## config.mk

```make
export PLATFORM = sky130hd
export DESIGN_NAME = timer_ctrl_flat
export DESIGN_NICKNAME = d
export VERILOG_FILES = /design/src/rtl/timer_pkg.sv /design/src/rtl/timer_ctrl_if.sv /design/src/rtl/btn_debounce.sv /design/src/rtl/timer_ctrl.sv /design/src/flat_wrapper.sv
export SDC_FILE = /design/constraint.sdc
export NUM_CORES = 1
export LEC_CHECK = 0
export ABC_AREA = 1
export ABC_CLOCK_PERIOD_IN_PS = 1670
export CAP_MARGIN = 20
export CORE_UTILIZATION = 40
export CTS_CLUSTER_SIZE = 14
export DETAILED_ROUTE_END_ITERATION = 12
export HOLD_SLACK_MARGIN = 0.12
export SYNTH_ARGS = -nofsm -noshare
export SYNTH_HDL_FRONTEND = slang
export SYNTH_SLANG_ARGS = --single-unit
```

## constraint.sdc

```tcl
create_clock -name clk -period 1.67 [get_ports clk]
set_input_delay 0.2505 -clock clk [delete_from_list [all_inputs] [get_ports clk]]
set_output_delay 0.2505 -clock clk [all_outputs]
set_load 0.03 [all_outputs]
```

## src/rtl/timer_pkg.sv

```systemverilog
// rtl/timer_pkg.sv - shared timer command encodings and controller state type
// Purpose: one-hot ctrl command codes shared by timer and timer_ctrl, plus the
// controller state encoding.
package timer_pkg;

    localparam logic [2:0] CTRL_NONE  = 3'b000;
    localparam logic [2:0] CTRL_START = 3'b001;
    localparam logic [2:0] CTRL_STOP  = 3'b010;
    localparam logic [2:0] CTRL_PAUSE = 3'b100;

    typedef enum logic [1:0] {
        IDLE  = 2'd0,
        RUN   = 2'd1,
        PAUSE = 2'd2,
        DONE  = 2'd3
    } ctrl_state_e;

endpackage

```

## src/rtl/timer_ctrl_if.sv

```systemverilog
// rtl/timer_ctrl_if.sv - button, timer and status bundle of timer_ctrl
// Purpose: groups the controller's button inputs, timer link and status outputs.
// Ports (master = controller view):
//   btn_start/btn_stop/btn_pause in : raw buttons
//   sec, limit                   in : timer seconds value, auto-pause threshold
//   ctrl                         out: one-hot command pulse to timer
//   running, paused, alarm       out: controller status
interface timer_ctrl_if;

    logic        btn_start;
    logic        btn_stop;
    logic        btn_pause;
    logic [15:0] sec;
    logic [15:0] limit;
    logic [2:0]  ctrl;
    logic        running;
    logic        paused;
    logic        alarm;

    modport master (
        input  btn_start, btn_stop, btn_pause, sec, limit,
        output ctrl, running, paused, alarm
    );

    modport slave (
        output btn_start, btn_stop, btn_pause, sec, limit,
        input  ctrl, running, paused, alarm
    );

endinterface

```

## src/rtl/btn_debounce.sv

```systemverilog
// rtl/btn_debounce.sv - synchroniser, debounce counter and press detector
// Purpose: turns one raw asynchronous button into a clean level and a
// one-cycle press pulse on each debounced 0->1 transition.
// Ports:
//   clk, rst  in : clock, synchronous active-high reset
//   btn_raw   in : raw bouncy button
//   level     out: debounced level
//   press     out: one-cycle pulse, registered, on debounced rising edge
module btn_debounce #(
    parameter int DEBOUNCE_CYCLES = 500_000,
    parameter int DB_CNT_W        = 20
) (
    input  logic clk,
    input  logic rst,
    input  logic btn_raw,
    output logic level,
    output logic press
);

    localparam logic [DB_CNT_W-1:0] CNT_LAST = DB_CNT_W'(DEBOUNCE_CYCLES - 1);

    logic                sync1_q, sync1_d;
    logic                sync2_q, sync2_d;
    logic [DB_CNT_W-1:0] cnt_q, cnt_d;
    logic                level_q, level_d;
    logic                level_prev_q, level_prev_d;
    logic                press_q, press_d;

    always_comb begin
        sync1_d      = btn_raw;
        sync2_d      = sync1_q;
        cnt_d        = cnt_q;
        level_d      = level_q;
        // Counter only runs while the synchronised input disagrees with the
        // debounced level; any agreement restarts the stability window.
        if (sync2_q == level_q) begin
            cnt_d = '0;
        end else if (cnt_q == CNT_LAST) begin
            level_d = sync2_q;
            cnt_d   = '0;
        end else begin
            cnt_d = cnt_q + DB_CNT_W'(1);
        end
        level_prev_d = level_q;
        press_d      = level_q & ~level_prev_q;
    end

    always_ff @(posedge clk) begin
        if (rst) begin
            sync1_q      <= 1'b0;
            sync2_q      <= 1'b0;
            cnt_q        <= '0;
            level_q      <= 1'b0;
            level_prev_q <= 1'b0;
            press_q      <= 1'b0;
        end else begin
            sync1_q      <= sync1_d;
            sync2_q      <= sync2_d;
            cnt_q        <= cnt_d;
            level_q      <= level_d;
            level_prev_q <= level_prev_d;
            press_q      <= press_d;
        end
    end

    assign level = level_q;
    assign press = press_q;

endmodule

```

## src/rtl/timer_ctrl.sv

```systemverilog
// rtl/timer_ctrl.sv - button-driven command sequencer for the timer block
// Purpose: debounces start/stop/pause buttons, arbitrates them with the
// limit-hit condition and issues single-cycle one-hot commands to timer.
// Ports:
//   clk, rst  in : clock shared with timer, synchronous active-high reset
//   bus       master modport of timer_ctrl_if (buttons, sec, limit in;
//             ctrl, running, paused, alarm out)
module timer_ctrl
    import timer_pkg::*;
#(
    parameter int DEBOUNCE_CYCLES = 500_000,
    parameter int DB_CNT_W        = 20
) (
    input  logic         clk,
    input  logic         rst,
    timer_ctrl_if.master bus
);

    logic press_start, press_stop, press_pause;

    btn_debounce #(.DEBOUNCE_CYCLES(DEBOUNCE_CYCLES), .DB_CNT_W(DB_CNT_W)) u_db_start (
        .clk(clk), .rst(rst), .btn_raw(bus.btn_start), .level(), .press(press_start)
    );

    btn_debounce #(.DEBOUNCE_CYCLES(DEBOUNCE_CYCLES), .DB_CNT_W(DB_CNT_W)) u_db_stop (
        .clk(clk), .rst(rst), .btn_raw(bus.btn_stop), .level(), .press(press_stop)
    );

    btn_debounce #(.DEBOUNCE_CYCLES(DEBOUNCE_CYCLES), .DB_CNT_W(DB_CNT_W)) u_db_pause (
        .clk(clk), .rst(rst), .btn_raw(bus.btn_pause), .level(), .press(press_pause)
    );

    ctrl_state_e state_q, state_d;
    logic [2:0]  ctrl_q, ctrl_d;
    logic        limit_hit;

    assign limit_hit = (state_q == RUN) && (bus.limit != 16'd0) && (bus.sec >= bus.limit);

    // Priority: stop > limit-hit > pause > start. Losing events are dropped.
    always_comb begin
        state_d = state_q;
        ctrl_d  = CTRL_NONE;
        if (press_stop) begin
            state_d = IDLE;
            ctrl_d  = CTRL_STOP;
        end else begin
            case (state_q)
                IDLE: begin
                    if (press_start) begin
                        state_d = RUN;
                        ctrl_d  = CTRL_START;
                    end
                end
                RUN: begin
                    if (limit_hit) begin
                        state_d = DONE;
                        ctrl_d  = CTRL_PAUSE;
                    end else if (press_pause) begin
                        state_d = PAUSE;
                        ctrl_d  = CTRL_PAUSE;
                    end
                end
                PAUSE: begin
                    if (press_pause || press_start) begin
                        state_d = RUN;
                        ctrl_d  = CTRL_START;
                    end
                end
                DONE: begin
                    state_d = DONE;
                end
                default: begin
                    state_d = IDLE;
                end
            endcase
        end
    end

    // Reset drives STOP so the un-reset timer clears its seconds count.
    always_ff @(posedge clk) begin
        if (rst) begin
            state_q <= IDLE;
            ctrl_q  <= CTRL_STOP;
        end else begin
            state_q <= state_d;
            ctrl_q  <= ctrl_d;
        end
    end

    assign bus.ctrl    = ctrl_q;
    assign bus.running = (state_q == RUN);
    assign bus.paused  = (state_q == PAUSE) || (state_q == DONE);
    assign bus.alarm   = (state_q == DONE);

endmodule

```

## src/flat_wrapper.sv

```systemverilog
// flat-port wrapper written by rule: the top's interface ports become plain ports
module timer_ctrl_flat import timer_pkg::*;
#(
    parameter int DEBOUNCE_CYCLES = 500_000,
    parameter int DB_CNT_W        = 20
)
  (clk, rst, bus_btn_start, bus_btn_stop, bus_btn_pause, bus_sec, bus_limit, bus_ctrl, bus_running, bus_paused, bus_alarm);
  timer_ctrl_if bus_i ();
  input  logic clk;
  input  logic rst;
  input wire logic [$bits(bus_i.btn_start)-1:0] bus_btn_start;
  input wire logic [$bits(bus_i.btn_stop)-1:0] bus_btn_stop;
  input wire logic [$bits(bus_i.btn_pause)-1:0] bus_btn_pause;
  input wire logic [$bits(bus_i.sec)-1:0] bus_sec;
  input wire logic [$bits(bus_i.limit)-1:0] bus_limit;
  output wire logic [$bits(bus_i.ctrl)-1:0] bus_ctrl;
  output wire logic [$bits(bus_i.running)-1:0] bus_running;
  output wire logic [$bits(bus_i.paused)-1:0] bus_paused;
  output wire logic [$bits(bus_i.alarm)-1:0] bus_alarm;
  assign bus_i.btn_start = bus_btn_start;
  assign bus_i.btn_stop = bus_btn_stop;
  assign bus_i.btn_pause = bus_btn_pause;
  assign bus_i.sec = bus_sec;
  assign bus_i.limit = bus_limit;
  assign bus_ctrl = bus_i.ctrl;
  assign bus_running = bus_i.running;
  assign bus_paused = bus_i.paused;
  assign bus_alarm = bus_i.alarm;
  timer_ctrl #(.DEBOUNCE_CYCLES(DEBOUNCE_CYCLES), .DB_CNT_W(DB_CNT_W)) u_core (.clk(clk), .rst(rst), .bus(bus_i));
endmodule
```

==> out/metrics.yaml, run 1 <==
wl_per_cell_um: 10.2
die_w_um: 102
io_pins: 43
status: "finished, final reports clean"
dr.pass1.iters: 4
grt_pass1_vias: 3130
final_nets: 673
setup_viol: 0
drtIter0Drc: 77
path_clk_slew_ps: 90
synth-warning-count: 0
hold_path.class: "flip-flop to flip-flop"
routed_wl_um: 7700
drc: 0
ys_ff_latch: 80
synth_area_per_cell_sq_um: 7.47
yosys.area.top_type_share_pct: 40.3
clk_latency_ps: 350
power.density_nw_per_um2: 724
synth_area_leaders: "dfxtp_1, nand2_1, inv_1, nor2_1, ha_1"
crit_type: "flip-flop to flip-flop"
gp_congestion: 0.837
synth-edff-count: 0
cts_sinks: 80
critPathLaunchType: "flip-flop"
core.rowCount: 36
stdcell_count: 755
max_freq_mhz: 634
numPlacedInstances: 735
endpoint_kind: "flip-flop"
drtAntennaViolNets: 0
r2r_setup_slack_ps: 90
ir_worst_vdd_v: 0.000416
yosysTopAreaCell: "dfxtp_1"
power_frac_seq_pct: 51.6
vias: 3465
p_comb_share_pct: 7.3
intPower_mw: 2.92
crit_fanout: 3
max-slew-margin-rel_pct: 77.8
swShare_pct: 21.6
layout_setup_ws_ps: 93.9
yosysSeqAreaShare_pct: 40.3
diodes: 0
final.setup_skew_ps: 14.4
syn_to_final_growth_pct: 29.4
synth_flop_cell: "dfxtp_1"
die_area_sq_um: 10300
synthArstFlopShare_pct: 0
power_frac_clock_pct: 41.1
required_ps: 1910
synth_cells: 532
cts_tree: "yes"
clk_path_buf_depth: 2
finalCritPeriodShare_pct: 94.4
yosysMostFrequentCell: "nand2_1"
slew_viol_final: 0
core_sq_um: 9680
grt.overflow.total: 0
worstPathArrival_ps: 1810
numPortBuffers: 42
place_ws_ps: -254
post-dp-hpwl_um: 5920
netlist-cell-type-count: 36
grt_max_degree: 15
total_power_mw: 3.72
drive_gt1_share_pct: 17.8
synth_common_cells: "nand2_1, inv_1, dfxtp_1, nor2_1, nor3_1"
period_needed_ps: 1580
setup_tns_ps: 0
synth_fp_nets: 588
cts_buffers: 9
final_hold_viol_count: 0
synthesis.area_sq_um: 3970
fillers: 935
grt_usage_pct: 15.8
grt_pass1_wl_um: 12900
htree_levels: 3
leakagePower_nw: 2.07
vias_per_cell: 4.59
antenna_found_initial: 0
cts-root-buf: "clkbuf_8"
worst_slew_pin_slew_ps: 330
maxCapViolCount: 0
start_util_pct: 41.0
die_h_um: 102
p_sw_uw: 804
[per-layer routing]
metal  up-vias  routed length (um)  track usage [%]
li1       1871                   -                -
met2        49                3460             26.0
met1      1541                3780             19.6
met3         4                 387             5.24
met4         0                  68             4.57
met5         -                   0                0
[state kept, by name (all words and copies together), names as in the netlist, 2 cells and up]
register                 cells
u_core.u_db_start.cnt_q     20
u_core.state_q               2
u_core.bus.ctrl              3
u_core.u_db_stop.cnt_q      20
u_core.u_db_pause.cnt_q     20
[power by group through the flow]
stage,combinational (mW),clock (mW),sequential (mW)
global placement,0.259,0,1.97
floorplan,0.112,0,1.97
finish,0.271,1.53,1.92
CTS,0.265,1.59,1.92
detailed placement,0.263,0,1.97
global route,0.308,1.67,1.92
[kinds of logic after synthesis]
logic type | share of synthesized area, %
simple gates | 33.8
compound gates | 5.70
flops | 40.3
fa+ha+maj | 5.98
xor+xnor | 4.85
buf+inv | 9.41
[placed cells by master (no fill, tap or decap), drive strengths merged, types with 2 or more instances in the layout]
master	count
nor3b	12
ha	19
nand3	25
nor3	29
dfxtp	80
buf	39
a21oi	24
nor4	8
xor2	17
nor2	90
nand2	92
nand4	16
inv	88
xnor2	5
clkdlybuf4s50	39
clkinv	2
bufinv	2
clkbuf	11
o21ai	12
dlygate4sd2	2
[stage by stage]
step	util [%]	hold WS, ps	instance area (sq um)
finish	53.1	393	5140
global route	53.1	393	5140
floorplan	-	328	3970
detailed placement	49.5	381	4790
CTS	51.6	392	5000
global placement	49.5	378	4790
[worst max-delay path: stages, from the launching register on]
cell and delay [ps]:
dfxtp_2 370, ha_4 140, nand2_1 60, inv_2 60, nand2_2 70, inv_2 60
nand2_2 70, nor2_4 130, nand2_2 90, nor3_4 200, nand3_1 90, nor3b_1 130
[path summary, 6_finish.rpt]
path | from | endpoint | depth (start not counted)
worst min-delay path | u_core.u_db_pause.level_prev_q$_SDFF_PP0_ | u_core.u_db_pause.press$_SDFF_PP0_ | 1
worst max-delay path | u_core.u_db_stop.cnt_q[0]$_SDFF_PP0_ | u_core.u_db_stop.cnt_q[14]$_SDFF_PP0_ | 11
worst min register to register | u_core.u_db_pause.level_prev_q$_SDFF_PP0_ | u_core.u_db_pause.press$_SDFF_PP0_ | 1
worst max register to register | u_core.u_db_stop.cnt_q[0]$_SDFF_PP0_ | u_core.u_db_stop.cnt_q[14]$_SDFF_PP0_ | 11
[what timing repair did]
action / CTS / global route
gates resized for setup: 3 / 30
pin swaps: 0 / 9
endpoints found under the setup margin: 3 / 48
setup buffers: 0 / 4
cloned: 0 / 0
hold buffers: 0 / 0
[layout make-up]
class,instances,area (sq um),area share (%)
Clock buffer,11,131,2.55
Multi-Input combinational cell,357,2100,40.9
Tap cell,133,166,3.24
Inverter,88,330,6.42
Timing Repair Buffer,81,723,14.1
Sequential cell,80,1610,31.3
Clock inverter,5,81.3,1.58
Note: power is estimated with default switching activity, not from simulation.
==> run 2, diff against run 1 <==
- CORE_UTILIZATION: 40 -> 41
==> run 2 against run 1 <==
Compared with the run above:
- sequential share of layout area up 0.24 points
- power is 0.94% higher
- worst setup slack lost 34 ps
- non-clock buffer count fell by 9
- combinational power about the same
- hold slack worse by 4.2 ps
- sequential power is essentially flat
- global-route usage is 0.63 points higher
- register-to-register slack gained 30 ps
- via count is essentially flat
- largest power group unchanged
- clock power about the same
==> out/metrics.yaml, run 2 (same netlist as run 1, synthesis figures left out) <==
status: "finished, final reports clean"
maxCapViolCount: 0
clk_path_buf_depth: 2
vias_per_cell: 4.67
grt_pass1_wl_um: 13400
start_util_pct: 42.6
grt.overflow.total: 0
core_sq_um: 9330
routed_wl_um: 7900
die_w_um: 100
leakagePower_nw: 2.07
dr.pass1.iters: 4
final.setup_skew_ps: 10.1
drive_gt1_share_pct: 16.8
crit_type: "input pin to flip-flop"
clk_latency_ps: 350
critPathLaunchType: "input pin"
power_frac_clock_pct: 41.6
setup_viol: 0
swShare_pct: 22.2
htree_levels: 3
cts_sinks: 80
grt_pass1_vias: 3202
layout_common_cells: "inv_1, nand2_1, dfxtp_1"
final_hold_viol_count: 0
syn_to_final_growth_pct: 28.2
crit_fanout: 2
largest_registers: "u_core.u_db_pause.cnt_q (20), u_core.u_db_start.cnt_q (20), u_core.u_db_stop.cnt_q (20)"
die_area_sq_um: 10100
antenna_found_initial: 0
cts_buffers: 9
power.density_nw_per_um2: 737
stdcell_count: 742
core.rowCount: 35
hold_path.class: "flip-flop to flip-flop"
drtAntennaViolNets: 0
final_util_pct: 54.6
p_sw_uw: 834
cts-root-buf: "clkbuf_8"
die_h_um: 100
cts_tree: "yes"
post-cts-setup-buffer-count: 0
final_nets: 664
wl_per_cell_um: 10.6
ir_worst_vdd_v: 0.000443
max_freq_mhz: 621
fillers: 906
drtIter0Drc: 84
seq_area_sq_um: 1610
grt_max_degree: 21
required_ps: 1890
path_clk_slew_ps: 80
max-slew-margin-rel_pct: 78.8
diodes: 0
drc: 0
post-dp-hpwl_um: 5900
finalCritPeriodShare_pct: 96.4
worst_slew_pin_slew_ps: 315
numPortBuffers: 42
vias: 3468
intPower_mw: 2.92
io_pins: 43
power_frac_seq_pct: 51.1
grt_usage_pct: 16.4
endpoint_kind: "flip-flop"
period_needed_ps: 1610
slew_viol_final: 0
layout_setup_ws_ps: 60.1
worstPathArrival_ps: 1830
multi_input_area_sq_um: 2110
hold_buffers: 0
holdWs_ps: 388
place_ws_ps: -257
numPlacedInstances: 726
gp_congestion: 0.808
p_comb_share_pct: 7.3
run 2: cell count changes in the layout (fill, tap and decap cells not counted), sizes merged:
cell	previous run	this run
buf	39	30
clkdlybuf4s50	39	38
clkinv	2	1
dlymetal6s2s	0	1
clkdlybuf4s15	1	0
clkbuf	11	10
inv	88	90
dlygate4sd2	2	3
run 2: final timing paths:
path | from | to | slack, ps | depth (start not counted)
worst max-delay path | bus_limit[13] | u_core.state_q[0]$_SDFFE_PP0P_ | 60 | 11
worst min-delay path | u_core.u_db_pause.level_prev_q$_SDFF_PP0_ | u_core.u_db_pause.press$_SDFF_PP0_ | 390 | 1
worst max register to register | u_core.u_db_stop.cnt_q[0]$_SDFF_PP0_ | u_core.u_db_stop.cnt_q[14]$_SDFF_PP0_ | 120 | 11
worst min register to register | u_core.u_db_pause.level_prev_q$_SDFF_PP0_ | u_core.u_db_pause.press$_SDFF_PP0_ | 390 | 1
run 2: area by class of cell:
class / count / share of cell area (%)
Clock buffer: 10 / 2.50
Clock inverter: 6 / 1.77
Inverter: 88 / 6.53
Multi-Input combinational cell: 357 / 41.4
Sequential cell: 80 / 31.5
Tap cell: 129 / 3.17
Timing Repair Buffer: 72 / 13.1
run 2: what timing repair did:
item,4_1_cts,5_1_grt
gates cloned,0,0
gates resized for setup,3,32
setup endpoints to repair,3,47
pin swaps,0,11
run 2: layer usage:
metal / track usage, % / wire (um) / up-vias
met4: 6.69 / 104 / 0
met1: 21.0 / 3970 / 1542
met3: 3.19 / 286 / 9
met2: 27.2 / 3540 / 59
li1: - / - / 1858
met5: 0 / 0 / -
run 2: per-stage QoR:
stage / setup TNS (ps) / power, mW / cell area, sq um
5_1_grt: -20.8 / 3.93 / 5100
2_1_floorplan: 0 / 2.08 / 3970
3_5_place_dp: -1030 / 2.23 / 4760
3_3_place_gp: -659 / 2.22 / 4760
4_1_cts: 0 / 3.81 / 4980
6_report: 0 / 3.76 / 5100
run 2: worst max-delay path, stage by stage:
cell	delay, ps
clkdlybuf4s50_1	460
inv_1	60
ha_1	300
a21oi_1	170
o21ai_0	120
a21oi_1	140
nand2_1	80
nand2_1	70
nand3_1	70
nand2_1	50
o21ai_0	60
run 2: power groups by stage:
stage	logic, mW	registers (mW)	clock network [mW]
2_1_floorplan	0.112	1.97	0
3_3_place_gp	0.257	1.96	0
3_5_place_dp	0.263	1.97	0
4_1_cts	0.265	1.92	1.62
5_1_grt	0.305	1.92	1.70
6_report	0.272	1.92	1.56
==> run 3, diff against run 2 <==
- GPL_TIMING_DRIVEN: default -> 0
==> run 3 against run 2 <==
Compared with the run above:
- power down 7.4%
- routed wire length is 1.1% lower
- utilization decreased by 1.8 points
- design area fell by 3.3%
- critical path depth is 2 lower
- sequential share of layout area increased by 1.2 points
- first-iteration DRC count is 7.1% lower
- register-to-register slack lost 30 ps
- clock skew increased by 6.4 ps
- combinational power shrank 13%
- via count down 1.8%
- die area stayed put
==> out/metrics.yaml, run 3 (same netlist as run 1, synthesis figures left out) <==
grt_max_degree: 15
cts_sinks: 80
finalCritPeriodShare_pct: 94.5
numPortBuffers: 42
io_pins: 43
core_sq_um: 9330
power_frac_seq_pct: 55.2
stdcell_count: 725
power.density_nw_per_um2: 706
grt_usage_pct: 16.3
cts_buffers: 9
hold_path.class: "flip-flop to flip-flop"
intPower_mw: 2.63
syn_to_final_growth_pct: 24.0
path_delay_family: "simple AND/OR/NAND/NOR gates"
core.rowCount: 35
cp_common_cell: "nor2_2"
crit_buf_inv: 2
worstPathArrival_ps: 1820
drtAntennaViolNets: 0
final.setup_skew_ps: 16.4
required_ps: 1910
hold_buffers: 0
diodes: 0
cp-startpoint: "u_core.u_db_start.cnt_q[1]$_SDFF_PP0_"
slew_viol_final: 0
postLayoutCellArea_sq_um: 4930
numPlacedInstances: 703
largest_registers: "u_core.u_db_pause.cnt_q (20), u_core.u_db_start.cnt_q (20), u_core.u_db_stop.cnt_q (20)"
holdWs_ps: 388
gp_congestion: 0.772
total_power_mw: 3.48
p_comb_share_pct: 6.8
routed_wl_um: 7810
layout_setup_ws_ps: 92.5
p_sw_uw: 847
maxCapViolCount: 0
postPlaceCellArea_sq_um: 4560
setup_viol: 0
start_util_pct: 42.6
dr.pass1.iters: 5
clk_latency_ps: 360
drtIter0Drc: 78
slowest_delay_ps: 360
antenna_found_initial: 0
hp-start: "u_core.u_db_pause.level_prev_q$_SDFF_PP0_"
drc: 0
vias: 3404
max_freq_mhz: 634
grt_pass1_vias: 3144
grt_pass1_wl_um: 13200
die_h_um: 100
setup_tns_ps: 0
htree_levels: 3
crit_slowest_cell: "dfxtp_1"
rsz0062_at_grt: "yes"
max-slew-margin-rel_pct: 73.7
status: "finished, final reports clean"
crit_fanout: 10
path_clk_slew_ps: 80
clk_path_buf_depth: 2
swShare_pct: 24.4
worst_slew_pin_slew_ps: 394
crit_chain: "ha_2 > nand2_2 > nor2_2 > nand4_1 > nor2_2 > nor2_4 > inv_4 > buf_8 > nor2_1"
final_hold_viol_count: 0
post-dp-hpwl_um: 5780
layout_commonest_cell: "inv_1"
critPathLaunchType: "flip-flop"
die_area_sq_um: 10100
cts_tree: "yes"
final_nets: 647
die_w_um: 100
ir_worst_vdd_v: 0.000385
wl_per_cell_um: 10.8
crit_type: "flip-flop to flip-flop"
grt.overflow.total: 0
leakagePower_nw: 1.97
endpoint_kind: "flip-flop"
r2r-start: "u_core.u_db_start.cnt_q[1]$_SDFF_PP0_"
final_util_pct: 52.8
period_needed_ps: 1580
place_ws_ps: -283
power_frac_clock_pct: 38.0
cts-root-buf: "clkbuf_8"
vias_per_cell: 4.70
drive_gt1_share_pct: 15.8
layout_common_cells: "inv_1, nand2_1, nor2_1"
run 3: cell count changes in the layout (fill, tap and decap cells not counted), sizes merged:
cell	delta
clkinv	+3
clkbuf	+4
clkdlybuf4s50	+1
dlygate4sd2	-1
dlymetal6s2s	-1
bufinv	-2
buf	-20
clkinvlp	-1
run 3: cell type report:
class / count / area, sq um
repair buffers: 48 / 458
flip-flops and latches: 80 / 1610
clock inverters: 6 / 41.3
clock buffers: 10 / 138
multi-input cells: 357 / 2130
inverters: 88 / 333
plain buffers: 7 / 50.0
fillers: 925 / 4400
well taps: 129 / 161
run 3: timing repair:
item                       in CTS  in global routing
buffers inserted                1                  5
cloned                          0                  0
pin swaps                       4                 13
setup endpoints to repair      28                 40
gates resized for setup        13                 35
run 3: worst register-to-register path, cell delays in order (launching register included):
cell and delay (ps):
dfxtp_1 360, ha_2 190, nand2_2 90, nor2_2 110
nand4_1 170, nor2_2 190, nor2_4 90, inv_4 90
buf_8 140, nor2_1 50
run 3: power groups by stage:
stage                     clock (mW)  combinational (mW)  sequential, mW
after global placement             0               0.227            1.97
after global routing            1.44               0.269            1.92
after CTS                       1.36               0.235            1.92
after floorplan                    0               0.112            1.97
after detailed placement           0               0.231            1.97
final                           1.32               0.237            1.92
run 3: worst paths after layout:
path	endpoint	cells past startpoint	slack (ps)
hold / removal	u_core.u_db_pause.press$_SDFF_PP0_	1	390
hold reg to reg	u_core.u_db_pause.press$_SDFF_PP0_	1	390
setup / recovery	u_core.u_db_start.cnt_q[8]$_SDFF_PP0_	9	90
setup reg to reg	u_core.u_db_start.cnt_q[8]$_SDFF_PP0_	9	90
run 3: per-layer routing:
metal  vias to the layer above  track usage [%]  part of all wire [%]
met3                         9             3.81                   4.0
met1                      1516             20.7                    51
met2                        61             26.8                    43
li1                       1818                -                     -
met4                         0             6.02                   1.7
met5                         -                0                     0
